===== src/rtl/ifetch_unit.sv =====
// Instruction fetch unit: issues in-order memory reads for the PC generator,
// tracks outstanding fetches in a circular return queue, and hands instructions
// back in request order. Fetches are discarded on flush, and responses that
// belong to flushed requests are counted off and dropped.
module ifetch_unit #(
    parameter int XLEN  = 32,
    parameter int DEPTH = 4
) (
    input  logic            clk,
    input  logic            rst,
    input  logic            next_pc_valide,
    input  logic [XLEN-1:0] next_pc,
    input  logic            flush,
    output logic            mem_req_v,
    output logic [XLEN-1:0] mem_req_addr,
    input  logic            mem_req_rdy,
    input  logic            mem_rsp_v,
    input  logic [XLEN-1:0] mem_rsp_data,
    output logic [XLEN-1:0] instruction,
    output logic            instruction_v,
    input  logic            ok,
    output logic            fault,
    output logic            protocol_err
);

    localparam int PW = $clog2(DEPTH);
    localparam int CW = PW + 1;

    logic [PW-1:0]   wr_ptr_q, wr_ptr_d;
    logic [PW-1:0]   fill_ptr_q, fill_ptr_d;
    logic [PW-1:0]   rd_ptr_q, rd_ptr_d;
    logic [CW-1:0]   alloc_cnt_q, alloc_cnt_d;
    logic [CW-1:0]   drop_cnt_q, drop_cnt_d;
    logic [DEPTH-1:0] filled_q, filled_d;
    logic [DEPTH-1:0] fault_q, fault_d;
    logic            perr_q, perr_d;
    logic [XLEN-1:0] data_q [DEPTH];

    logic [CW:0]     occupancy;
    logic            credit;
    logic            aligned;
    logic            req_ok;
    logic            fault_alloc;
    logic            alloc;
    logic            pop;
    logic            fill_hit;
    logic [PW-1:0]   fill_idx;
    logic [CW-1:0]   unfilled_cnt;
    logic            rsp_fill;
    logic            rsp_drop;
    logic            rsp_spur;

    // Flushed requests still returning data hold credit until they come back,
    // so the memory never sees more than DEPTH outstanding reads.
    assign occupancy    = {1'b0, alloc_cnt_q} + {1'b0, drop_cnt_q};
    assign credit       = occupancy < (CW + 1)'(DEPTH);
    assign aligned      = (next_pc[1:0] == 2'b00);
    assign req_ok       = next_pc_valide & credit & ~flush & ~rst;
    assign mem_req_v    = req_ok & aligned;
    assign mem_req_addr = next_pc;
    assign fault_alloc  = req_ok & ~aligned;
    assign alloc        = (mem_req_v & mem_req_rdy) | fault_alloc;

    assign instruction_v = ~rst & filled_q[rd_ptr_q] & (alloc_cnt_q != '0);
    assign instruction   = instruction_v ? data_q[rd_ptr_q] : '0;
    assign fault         = instruction_v & fault_q[rd_ptr_q];
    assign protocol_err  = perr_q;
    assign pop           = instruction_v & ok & ~flush;

    // Locate the oldest allocated slot still awaiting memory data (fault slots
    // are born filled and are skipped) and count all such slots for flush.
    always_comb begin
        fill_hit     = 1'b0;
        fill_idx     = '0;
        unfilled_cnt = '0;
        for (int i = 0; i < DEPTH; i++) begin
            logic [PW-1:0] idx;
            logic [PW-1:0] off;
            idx = fill_ptr_q + PW'(i);
            off = idx - rd_ptr_q;
            if (({1'b0, off} < alloc_cnt_q) && !filled_q[idx] && !fill_hit) begin
                fill_hit = 1'b1;
                fill_idx = idx;
            end
            off = PW'(i) - rd_ptr_q;
            if (({1'b0, off} < alloc_cnt_q) && !filled_q[i])
                unfilled_cnt = unfilled_cnt + CW'(1);
        end
    end

    assign rsp_drop = mem_rsp_v & (drop_cnt_q != '0);
    assign rsp_fill = mem_rsp_v & (drop_cnt_q == '0) & fill_hit;
    assign rsp_spur = mem_rsp_v & (drop_cnt_q == '0) & ~fill_hit;

    // Next-state for queue control: flush wipes the queue and converts every
    // outstanding memory slot into a pending drop.
    always_comb begin
        logic [CW-1:0] drop_sum;
        wr_ptr_d    = wr_ptr_q;
        fill_ptr_d  = fill_ptr_q;
        rd_ptr_d    = rd_ptr_q;
        alloc_cnt_d = alloc_cnt_q;
        drop_cnt_d  = drop_cnt_q;
        filled_d    = filled_q;
        fault_d     = fault_q;
        perr_d      = perr_q | rsp_spur;
        drop_sum    = drop_cnt_q + unfilled_cnt;
        if (flush) begin
            wr_ptr_d    = '0;
            fill_ptr_d  = '0;
            rd_ptr_d    = '0;
            alloc_cnt_d = '0;
            filled_d    = '0;
            fault_d     = '0;
            if (mem_rsp_v && (drop_sum != '0))
                drop_sum = drop_sum - CW'(1);
            drop_cnt_d  = drop_sum;
        end else begin
            if (alloc) begin
                filled_d[wr_ptr_q] = fault_alloc;
                fault_d[wr_ptr_q]  = fault_alloc;
                wr_ptr_d           = wr_ptr_q + PW'(1);
            end
            if (rsp_fill) begin
                filled_d[fill_idx] = 1'b1;
                fault_d[fill_idx]  = 1'b0;
                fill_ptr_d         = fill_idx + PW'(1);
            end
            if (rsp_drop)
                drop_cnt_d = drop_cnt_q - CW'(1);
            if (pop) begin
                filled_d[rd_ptr_q] = 1'b0;
                rd_ptr_d           = rd_ptr_q + PW'(1);
            end
            alloc_cnt_d = alloc_cnt_q + CW'(alloc) - CW'(pop);
        end
    end

    // Control state registers with synchronous reset taking priority.
    always_ff @(posedge clk) begin
        if (rst) begin
            wr_ptr_q    <= '0;
            fill_ptr_q  <= '0;
            rd_ptr_q    <= '0;
            alloc_cnt_q <= '0;
            drop_cnt_q  <= '0;
            filled_q    <= '0;
            fault_q     <= '0;
            perr_q      <= 1'b0;
        end else begin
            wr_ptr_q    <= wr_ptr_d;
            fill_ptr_q  <= fill_ptr_d;
            rd_ptr_q    <= rd_ptr_d;
            alloc_cnt_q <= alloc_cnt_d;
            drop_cnt_q  <= drop_cnt_d;
            filled_q    <= filled_d;
            fault_q     <= fault_d;
            perr_q      <= perr_d;
        end
    end

    // Slot data storage; validity is carried by filled_q, so no reset needed.
    always_ff @(posedge clk) begin
        if (rsp_fill && !flush && !rst)
            data_q[fill_idx] <= mem_rsp_data;
        if (fault_alloc)
            data_q[wr_ptr_q] <= '0;
    end

endmodule


===== config.mk =====
export PLATFORM = sky130hd
export DESIGN_NAME = ifetch_unit
export DESIGN_NICKNAME = d
export VERILOG_FILES = /design/src/rtl/ifetch_unit.sv
export SDC_FILE = /design/constraint.sdc
export NUM_CORES = 1
export LEC_CHECK = 0
export CAP_MARGIN = 20
export CORE_MARGIN = 2
export CORE_UTILIZATION = 54
export DETAILED_ROUTE_END_ITERATION = 10
export PLACE_DENSITY_LB_ADDON = 0.05
export SLEW_MARGIN = 20
export SYNTH_ARGS = -nofsm -noshare
export SYNTH_HDL_FRONTEND = slang
export SYNTH_SLANG_ARGS = --single-unit

===== constraint.sdc =====
create_clock -name clk -period 5.2 [get_ports clk]
set_input_delay 1.04 -clock clk [delete_from_list [all_inputs] [get_ports clk]]
set_output_delay 1.04 -clock clk [all_outputs]
set_load 0.1 [all_outputs]

* Word-level counts from Yosys, hierarchy flattened
Memory sizes are Yosys's and may differ from the RTL's. A register that Yosys moved wholly into a read port is not among the register bits.
Index checks and enable logic that the tools add are counted.
** Word-level totals
- ROM bits :: 0
- Bits in registers :: 21
- Bits in latches :: 0
- Memories :: 1
- RAM bits :: 128
- Output and inout port bits :: 68
- Input port bits :: 71
- Logic and storage cells :: 164
** Memories
- data_q :: depth 4, width 32, read ports 1, clocked after Yosys merged registers in 1, wr ports 2, line 37 : logic [XLEN-1:0] data_q [DEPTH];
** Operators by class
- Bitwise logic cells :: 26
- Multiply operators :: 0
- $add $sub $neg :: 23
- Equality and inequality tests :: 0
- Shifts and indexed selects :: 0
- Divide/modulo/power cells :: 0
- $lt $le $gt $ge :: 19
- Reductions and logical operators :: 37
- Muxes and demuxes :: 50
** Operators by type and width (count)
- 32-bit 2-to-1 mux :: 1
- 4-bit 2-to-1 mux :: 8
- 2-bit by 3-bit < comparator with 1-bit output :: 8
- 2-bit by 3-bit < comparator with 1-bit output, second input constant :: 7
- 1-bit 2-to-1 mux :: 18
- 3-bit 2-to-1 mux :: 6
- 1-bit logical AND :: 17
- 1-bit bitwise AND :: 15
- 1-bit logical NOT :: 13
- 1-bit binary-select mux with 2-bit select :: 6
- 2-bit 2-to-1 mux :: 6
- 3-bit by 1-bit adder with 3-bit output, second input constant :: 3
- 3-bit nonzero test :: 3
- 2-bit by 1-bit adder with 2-bit output, second input constant :: 4
- 4-bit bitwise AND :: 2
- 4-bit bitwise mux :: 2
- 4-bit NOT :: 2
- 2-bit subtractor :: 4
- 1-bit demux with 2-bit select :: 3
- 2-bit by 1-bit greater-or-equal comparator with 1-bit output, second input constant :: 3
- 3-bit by 1-bit subtractor with 3-bit output, second input constant :: 2
- 2-bit adder, second input constant :: 2
- 3-bit by 3-bit adder with 4-bit output :: 1
- 4-bit by 3-bit < comparator with 1-bit output, second input constant :: 1
- other kinds (12) :: 18

* Longest topological paths before layout
Gate-level depths: netlist (run 1).
- Depth in word-level cells :: 23
- Mapped depth :: 22
- Mapped depth without buffers :: 21

* Worst setup path before layout (run 1)
No wires, ideal clock.
- Path type :: input port to output port
- Start :: input rst
- End :: output mem_req_v
- Path buffers :: 2
- Data arrival time :: 4.300 ns
- Stages on the path :: 5
- Data required time :: 4.160 ns
- Path slack :: -0.140 ns
- Cells stage by stage :: buf_2 > or2_2 > clkbuf_1 > a311oi_2 > nor3b_1
** Between the ends
- Longest elaborated chain between the ends :: 3
** RTL lines
- start: declaration :: line 10 : input logic rst,
- 1-bit NOT :: line 58 : assign req_ok = next_pc_valide & credit & ~flush & ~rst;
- 1-bit bitwise AND :: line 58
- 1-bit bitwise AND :: line 59 : assign mem_req_v = req_ok & aligned;
- end: declaration :: line 14 : output logic mem_req_v,
Every way passes these cells.

* Worst setup path after layout (run 1)
- Start :: register rd_ptr_q[1]
- End :: register drop_cnt_q[2]
** Between the ends
- Longest elaborated chain between the ends :: 15
- Elaborated cells on any way between the ends :: 25
- Those cells by class :: add/sub (9); order compare (4); mux (6); reduce/logical (6)
** RTL lines
- start: declaration :: line 31 : logic [PW-1:0] rd_ptr_q, rd_ptr_d;
- start signal: assignment :: line 153 : rd_ptr_q <= rd_ptr_d;
- 1-bit by 2-bit subtractor with 2-bit output :: line 85 : off = PW'(i) - rd_ptr_q;
- 2-bit by 3-bit < comparator with 1-bit output :: line 86 : if (({1'b0, off} < alloc_cnt_q) && !filled_q[i])
- 1-bit logical AND :: line 86
- 1-bit 2-to-1 mux :: line 86
- 3-bit by 1-bit adder with 3-bit output :: line 87 : unfilled_cnt = unfilled_cnt + CW'(1);
- 3-bit 2-to-1 mux :: line 86
- 3-bit by 1-bit adder with 3-bit output :: line 87
- 3-bit 2-to-1 mux :: line 86
- 3-bit by 1-bit adder with 3-bit output :: line 87
- 3-bit 2-to-1 mux (*) :: line 86
- 3-bit adder (*) :: line 107 : drop_sum = drop_cnt_q + unfilled_cnt;
- parallel branches: the longest is 2 deep, another holds 3-bit by 1-bit subtractor with 3-bit output
- 3-bit 2-to-1 mux (*) :: line 115 : if (mem_rsp_v && (drop_sum != '0))
- 3-bit 2-to-1 mux (*) :: line 108 : if (flush) begin
- end signal: assignment :: line 155 : drop_cnt_q <= drop_cnt_d;
- end: declaration :: line 33 : logic [CW-1:0] drop_cnt_q, drop_cnt_d;
Mark *: on every way between the ends.
A chain may end at the register's enable or synchronous reset.

==> results of run 1 <==
-- sequential cells by signal, summed over array words and instances, names as in the netlist, named ones only --
signal / cells
data_q: 128
fault_q: 4
filled_q: 4
alloc_cnt_q: 3
drop_cnt_q: 3
fill_ptr_q: 2
rd_ptr_q: 2
wr_ptr_q: 2
protocol_err: 1
-- stage by stage --
stage | cells | utilization | power, W
after global placement | 956 | 0.5856 | 0.001471
after detailed placement | 956 | 0.5856 | 0.001485
after CTS | 987 | 0.6305 | 0.002836
after global routing | 987 | 0.6306 | 0.002917
after floorplan | 766 | - | 0.001506
final | 987 | 0.6306 | 0.002813
-- critical path: cells and delay by family (launching register included) --
kind | cells | cell delay, ns
AOI/OAI and AO/OA | 3 | 0.34
xor gates and xnor gates | 3 | 0.84
adders and majority gates | 6 | 1.77
buffers and inverters | 1 | 0.11
DFF | 1 | 0.44
muxes | 1 | 0.29
and+or+nand+nor | 4 | 0.79
-- power breakdown --
part           switching, W  total (W)  internal (W)
Sequential        0.0000253    0.00121       0.00119
Combinational      0.000130   0.000245      0.000115
Clock              0.000476    0.00135      0.000877
-- cells by family (layout without fill, tap and decap cells) --
logic type / after synthesis / count (layout)
xor+xnor: 16 / 16
mux: 172 / 172
simple gates: 225 / 225
buf+inv: 106 / 143
compound gates: 60 / 60
fa+ha+maj: 36 / 36
flops: 151 / 151
-- metal layers --
metal,vias to the layer above,track usage,wire length [um]
li1,2700,-,-
met3,34,0.05563,896
met2,136,0.4280,9407
met4,0,0.07974,340
met1,2785,0.3035,8188
met5,-,0,0
-- worst max-delay path by stage --
stage / from / endpoint / slack [ns] / cells after the start
after floorplan: rd_ptr_q[0] / drop_cnt_q[2] / 0.71 / 19
after global placement: rd_ptr_q[1] / drop_cnt_q[2] / 0.68 / 18
after CTS: rd_ptr_q[1] / drop_cnt_q[2] / 0.38 / 18
after detailed placement: rd_ptr_q[1] / drop_cnt_q[2] / 0.42 / 18
after global routing: alloc_cnt_q[1] / drop_cnt_q[2] / 0.1 / 19
final: rd_ptr_q[1] / drop_cnt_q[2] / 0.50 / 18
-- synthesized netlist by cell type, drive strengths merged, types with 2 or more instances --
cell type	n	area (um^2)
and3	33	206.5
nand2	11	41.29
mux2i	132	1321
o21bai	2	15.01
xnor2	13	113.9
a221oi	4	35.03
or4b	2	20.02
a211oi	12	90.09
nand2b	3	18.77
nand3	10	100.1
mux2	2	22.52
inv	22	82.58
o21ai	6	30.03
xor2	2	17.52
mux4	38	863.3
dfxtp	151	3023
or2	4	25.02
and2	6	37.54
fa	2	40.04
a21o	3	22.52
a211o	4	35.03
a21oi	18	90.09
nor3	2	10.01
ha	34	425.4
nor2	147	554.3
buf	50	415.4
clkbuf	34	127.6
a21boi	2	15.01
-- area by class of cell --
class,count,area (um^2),share of cell area
clock buffer,20,456.7,0.05002
clock inverter,11,193.9,0.02124
inverter,22,82.58,0.009045
multi-input combinational,509,4344,0.4758
sequential,151,3027,0.3315
tap,184,230.2,0.02522
timing repair buffer,90,795.8,0.08716
==> flow_metrics.py, run 1 <==
metrics = {
    "hold_path": {
        "holdPathStages": 1,
        "hp-class": "register to register",
        "hold_end": "protocol_err",
        "hold_start": "protocol_err",
    },
    "placement": {
        "postPlaceCellArea_um2": 8478,
        "place_ws_ns": 0.4203,
        "gp_congestion": 0.8306,
        "port_buffers": 78,
        "dpl.hpwl_mm": 11.97,
    },
    "critical_path": {
        "reg2regPathDepth": 18,
        "setup.worst_path.end_class": "register",
        "cp_common_cell": "ha_1",
        "crit_arrival_ns": 5.01,
        "startpoint_type": "register",
        "cp.required_ns": 5.51,
        "path_cells": "inv_1 > ha_1 > ha_1 > a21oi_1 > nor2_1 > nor2_1 > ha_1 > xnor2_1 > ha_1 > mux2_2 > fa_1 > xnor2_1 > xnor3_1 > ha_1 > nor2b_1 > nor4b_1 > a21oi_1 > o41ai_1",
        "critical_path.max_stage_delay_ns": 0.44,
        "timing.rr.start": "rd_ptr_q[1]",
        "timing.rr.end": "drop_cnt_q[2]",
        "crit_slowest_cell": "dfxtp_2",
        "cp_max_fo": 9,
        "r2r_slack_ns": 0.50,
        "path_class": "register to register",
    },
    "clocking": {
        "cts_resized": 0,
        "postCtsHoldBufs": 0,
        "postCtsSetupBuffers": 0,
        "numCtsBuffers": 17,
        "htreeDepth": 4,
        "cts.clk_slew.worst_paths_ns": 0.06,
        "cts.sinks": 151,
        "cts_buffer_depth": 2,
        "clkLatencyLatePin_ns": 0.42,
        "cts_tree": "done",
        "clockRootBuffer": "clkbuf_16",
    },
    "layout": {
        "fin_area_um2": 9130,
        "fill_cells": 1215,
        "final_common_cell": "dfxtp_1",
        "final_cell_mix": "dfxtp_1, nor2_1, mux2i_1",
        "drive_above_1_share": 0.1681,
        "fin_nets": 898,
        "antennaDiodeCount": 0,
        "syn_to_final_growth_pct": 14.34,
    },
    "synth": {
        "muxShareOfSynthArea": 0.2764,
        "synth_edf_count": 0,
        "yosys.area_share.simple": 0.1333,
        "synth-xor-area-share": 0.01927,
        "ys_seq_area_frac": 0.3786,
        "async_flop_share": 0,
        "synth_area_um2": 7985,
        "synth_fa_ha_area_frac": 0.05829,
        "synth-seq-cells": 151,
        "ys_types": 51,
        "synth_top_family_by_area": "multiplexers",
        "yosysWarningCount": 0,
        "synthCells": 766,
        "syn_nets": 873,
        "synth_top_flop_cell": "dfxtp_1",
        "syn_area_per_cell_um2": 10.42,
        "synth-compound-area-share": 0.05578,
    },
    "timing": {
        "period_needed_ns": 4.697,
        "tightest_slew_ns": 1.034,
        "period_share": 0.9033,
        "setup_viol": 0,
        "finalMaxSlewViolations": 0,
        "relSlewSlack": 0.3104,
        "fmaxAchievable_ghz": 0.2129,
        "fin_ws_ns": 0.5026,
        "fin_hold_ws_ns": 0.4827,
        "setup_tns_ns": 0,
        "rsz0062_at_grt": "false",
        "finalHoldViolCount": 0,
        "clock_skew_ns": 0.01329,
    },
    "grt": {
        "grt_pass1_wl_mm": 30.91,
        "grt_pass1_vias": 5975,
        "grt_max_degree": 35,
        "antenna_found_initial": 0,
        "groute.usage.overall": 0.2463,
        "grt_overflow_total": 0,
    },
    "floorplanning": {
        "row_count": 44,
        "core_um2": 14480,
        "fp.dieH_um": 125.6,
        "die_w_um": 125.6,
        "ios": 139,
        "start_util": 0.5515,
        "die_area_um2": 15780,
    },
    "drt": {
        "vias_per_cell": 5.729,
        "wirelength_mm": 18.83,
        "vias": 5655,
        "dr.pass1.iters": 4,
        "drtIter0Drc": 270,
        "antenna_left": 0,
        "wire_per_inst_um": 19.08,
        "route.detailed.drc": 0,
    },
    "power": {
        "peakVddDrop_mv": 0.2869,
        "p_leak_nw": 4.764,
        "p_per_area_nw_per_um2": 308.1,
    },
    "status": {
        "status": "completed",
    },
    "job": {
        "max_cap_violations": 0,
    },
}
(Power assumes the default switching activity.)
==> run 2: changes to the inputs <==
--- a/config.mk
+++ b/config.mk
@@ -6,6 +6,7 @@
 export NUM_CORES = 1
 export LEC_CHECK = 0
 export CAP_MARGIN = 20
+export CORE_ASPECT_RATIO = 1.4
 export CORE_MARGIN = 2
 export CORE_UTILIZATION = 54
 export DETAILED_ROUTE_END_ITERATION = 10
==> run 2 against run 1 <==
Compared with the run above:
- global-route usage is 0.38 points lower
- routed wire length decreased by 0.56%
- die area is essentially flat
- non-clock buffer count unchanged
- largest power group is now registers
- maximum frequency decreased by 2.5%
- sequential power about the same
==> flow_metrics.py, run 2 (same netlist as run 1, synthesis figures left out) <==
metrics = {
    "layout": {
        "instances_no_fill": 993,
        "drive_above_1_share": 0.1692,
        "largest_reg_flops": 128,
        "antennaDiodeCount": 0,
        "final_cell_mix": "dfxtp_1, nor2_1, mux2i_1",
        "top_register": "data_q",
        "final_common_cell": "dfxtp_1",
        "fin_nets": 898,
        "largestRegisters": "data_q x128, fault_q x4, filled_q x4",
        "fin_area_um2": 9067,
        "syn_to_final_growth_pct": 13.55,
    },
    "floorplanning": {
        "die_area_um2": 15790,
        "fp.dieH_um": 147.9,
        "row_count": 52,
        "start_util": 0.5528,
        "die_w_um": 106.8,
        "core_um2": 14440,
        "ios": 139,
    },
    "drt": {
        "antenna_left": 0,
        "dr.pass1.iters": 4,
        "route.detailed.drc": 0,
        "vias_per_cell": 5.699,
        "drtIter0Drc": 261,
        "vias": 5659,
        "wirelength_mm": 18.73,
        "wire_per_inst_um": 18.86,
    },
    "critical_path": {
        "crit_arrival_ns": 5.14,
        "reg2regPathDepth": 18,
        "cp.required_ns": 5.53,
        "cp_max_fo": 9,
        "r2r_slack_ns": 0.38,
        "startpoint_type": "register",
        "path_class": "register to register",
        "setup.worst_path.end_class": "register",
    },
    "clocking": {
        "cts_tree": "done",
        "postCtsHoldBufs": 0,
        "cts_buffer_depth": 2,
        "clkLatencyLatePin_ns": 0.42,
        "postCtsSetupBuffers": 0,
        "clockRootBuffer": "clkbuf_16",
        "htreeDepth": 4,
        "cts.clk_slew.worst_paths_ns": 0.06,
        "cts_resized": 0,
        "cts.sinks": 151,
        "numCtsBuffers": 17,
    },
    "placement": {
        "port_buffers": 78,
        "gp_congestion": 0.8340,
        "dpl.hpwl_mm": 12.08,
        "placed_cells": 961,
        "place_ws_ns": 0.3744,
        "postPlaceCellArea_um2": 8497,
    },
    "power": {
        "p_leak_nw": 4.714,
        "fin_total_pwr_w": 0.002641,
        "peakVddDrop_mv": 0.2370,
        "p_per_area_nw_per_um2": 291.3,
    },
    "timing": {
        "period_share": 0.9267,
        "tightest_slew_ns": 1.055,
        "finalMaxSlewViolations": 0,
        "period_needed_ns": 4.819,
        "fmaxAchievable_ghz": 0.2075,
        "setup_tns_ns": 0,
        "relSlewSlack": 0.2964,
        "fin_ws_ns": 0.3812,
        "setup_viol": 0,
        "clock_skew_ns": 0.007582,
        "finalHoldViolCount": 0,
        "rsz0062_at_grt": "false",
    },
    "grt": {
        "groute.usage.overall": 0.2425,
        "grt_overflow_total": 0,
        "grt_pass1_wl_mm": 29.73,
        "grt_pass1_vias": 5862,
        "antenna_found_initial": 0,
        "grt_max_degree": 35,
    },
    "hold_path": {
        "hp-class": "register to register",
        "holdPathStages": 2,
    },
    "status": {
        "status": "completed",
    },
    "job": {
        "max_cap_violations": 0,
    },
}
## run 2: changes by cell type in the layout (fill, tap and decap cells not counted), moves of 2 or more
cell,previous run,this run
clkbuf_8,2,0
inv_6,2,4
clkinv_4,1,3
clkinvlp_4,1,5
bufinv_16,5,1
## run 2: cell type report
cell class / count / area, um^2
repair buffers: 90 / 808.3
inverters: 22 / 82.58
multi-input cells: 509 / 4344
fillers: 1224 / 5376
clock inverters: 15 / 145.1
clock buffers: 17 / 425.4
well taps: 189 / 236.5
flip-flops and latches: 151 / 3025
## run 2: path summary, 6_finish.rpt
path                              startpoint       endpoint
worst max-delay path             rd_ptr_q[1]  drop_cnt_q[2]
worst min register to register  data_q[2][2]   data_q[2][2]
worst min-delay path            data_q[2][2]   data_q[2][2]
worst max register to register   rd_ptr_q[1]  drop_cnt_q[2]
## run 2: where the power goes
group | total, W | internal, W | switching (W)
Clock | 0.00118 | 0.000667 | 0.000515
Combinational | 0.000245 | 0.000115 | 0.000130
Sequential | 0.00121 | 0.00119 | 0.0000246
## run 2: through the flow
| stage | util | hold WS, ns |
|---|---|---|
| finish | 0.6278 | 0.4879 |
| detailed placement | 0.5883 | 0.4783 |
| global placement | 0.5883 | 0.4692 |
| floorplan | - | 0.4578 |
| global route | 0.6278 | 0.5150 |
| CTS | 0.6278 | 0.4943 |
## run 2: critical path, cell delays in order (launching register included)
cell and delay [ns]:
dfxtp_1 0.54, inv_1 0.15, ha_1 0.34, ha_1 0.28
a21oi_1 0.13, nor2_1 0.06, nor2_1 0.14, ha_1 0.28
xnor2_1 0.29, ha_1 0.30, mux2_2 0.28, fa_1 0.40
xnor2_1 0.17, xnor3_1 0.44, ha_1 0.20, nor2b_1 0.29
nor4b_1 0.27, a21oi_1 0.08, o41ai_1 0.09
## run 2: layer usage
metal  global-route usage  share of wire
met1               0.2752           0.40
met2               0.4510           0.54
met3              0.05026          0.038
met4              0.07403          0.015
met5                    0              0
==> run 3: changes to the inputs <==
--- a/config.mk
+++ b/config.mk
@@ -10,6 +10,7 @@
 export CORE_MARGIN = 2
 export CORE_UTILIZATION = 54
 export DETAILED_ROUTE_END_ITERATION = 10
+export HOLD_SLACK_MARGIN = 0.02
 export PLACE_DENSITY_LB_ADDON = 0.05
 export SLEW_MARGIN = 20
 export SYNTH_ARGS = -nofsm -noshare
==> results of run 3 <==
Final layout, timing and power as in run 2 (identical DEF).
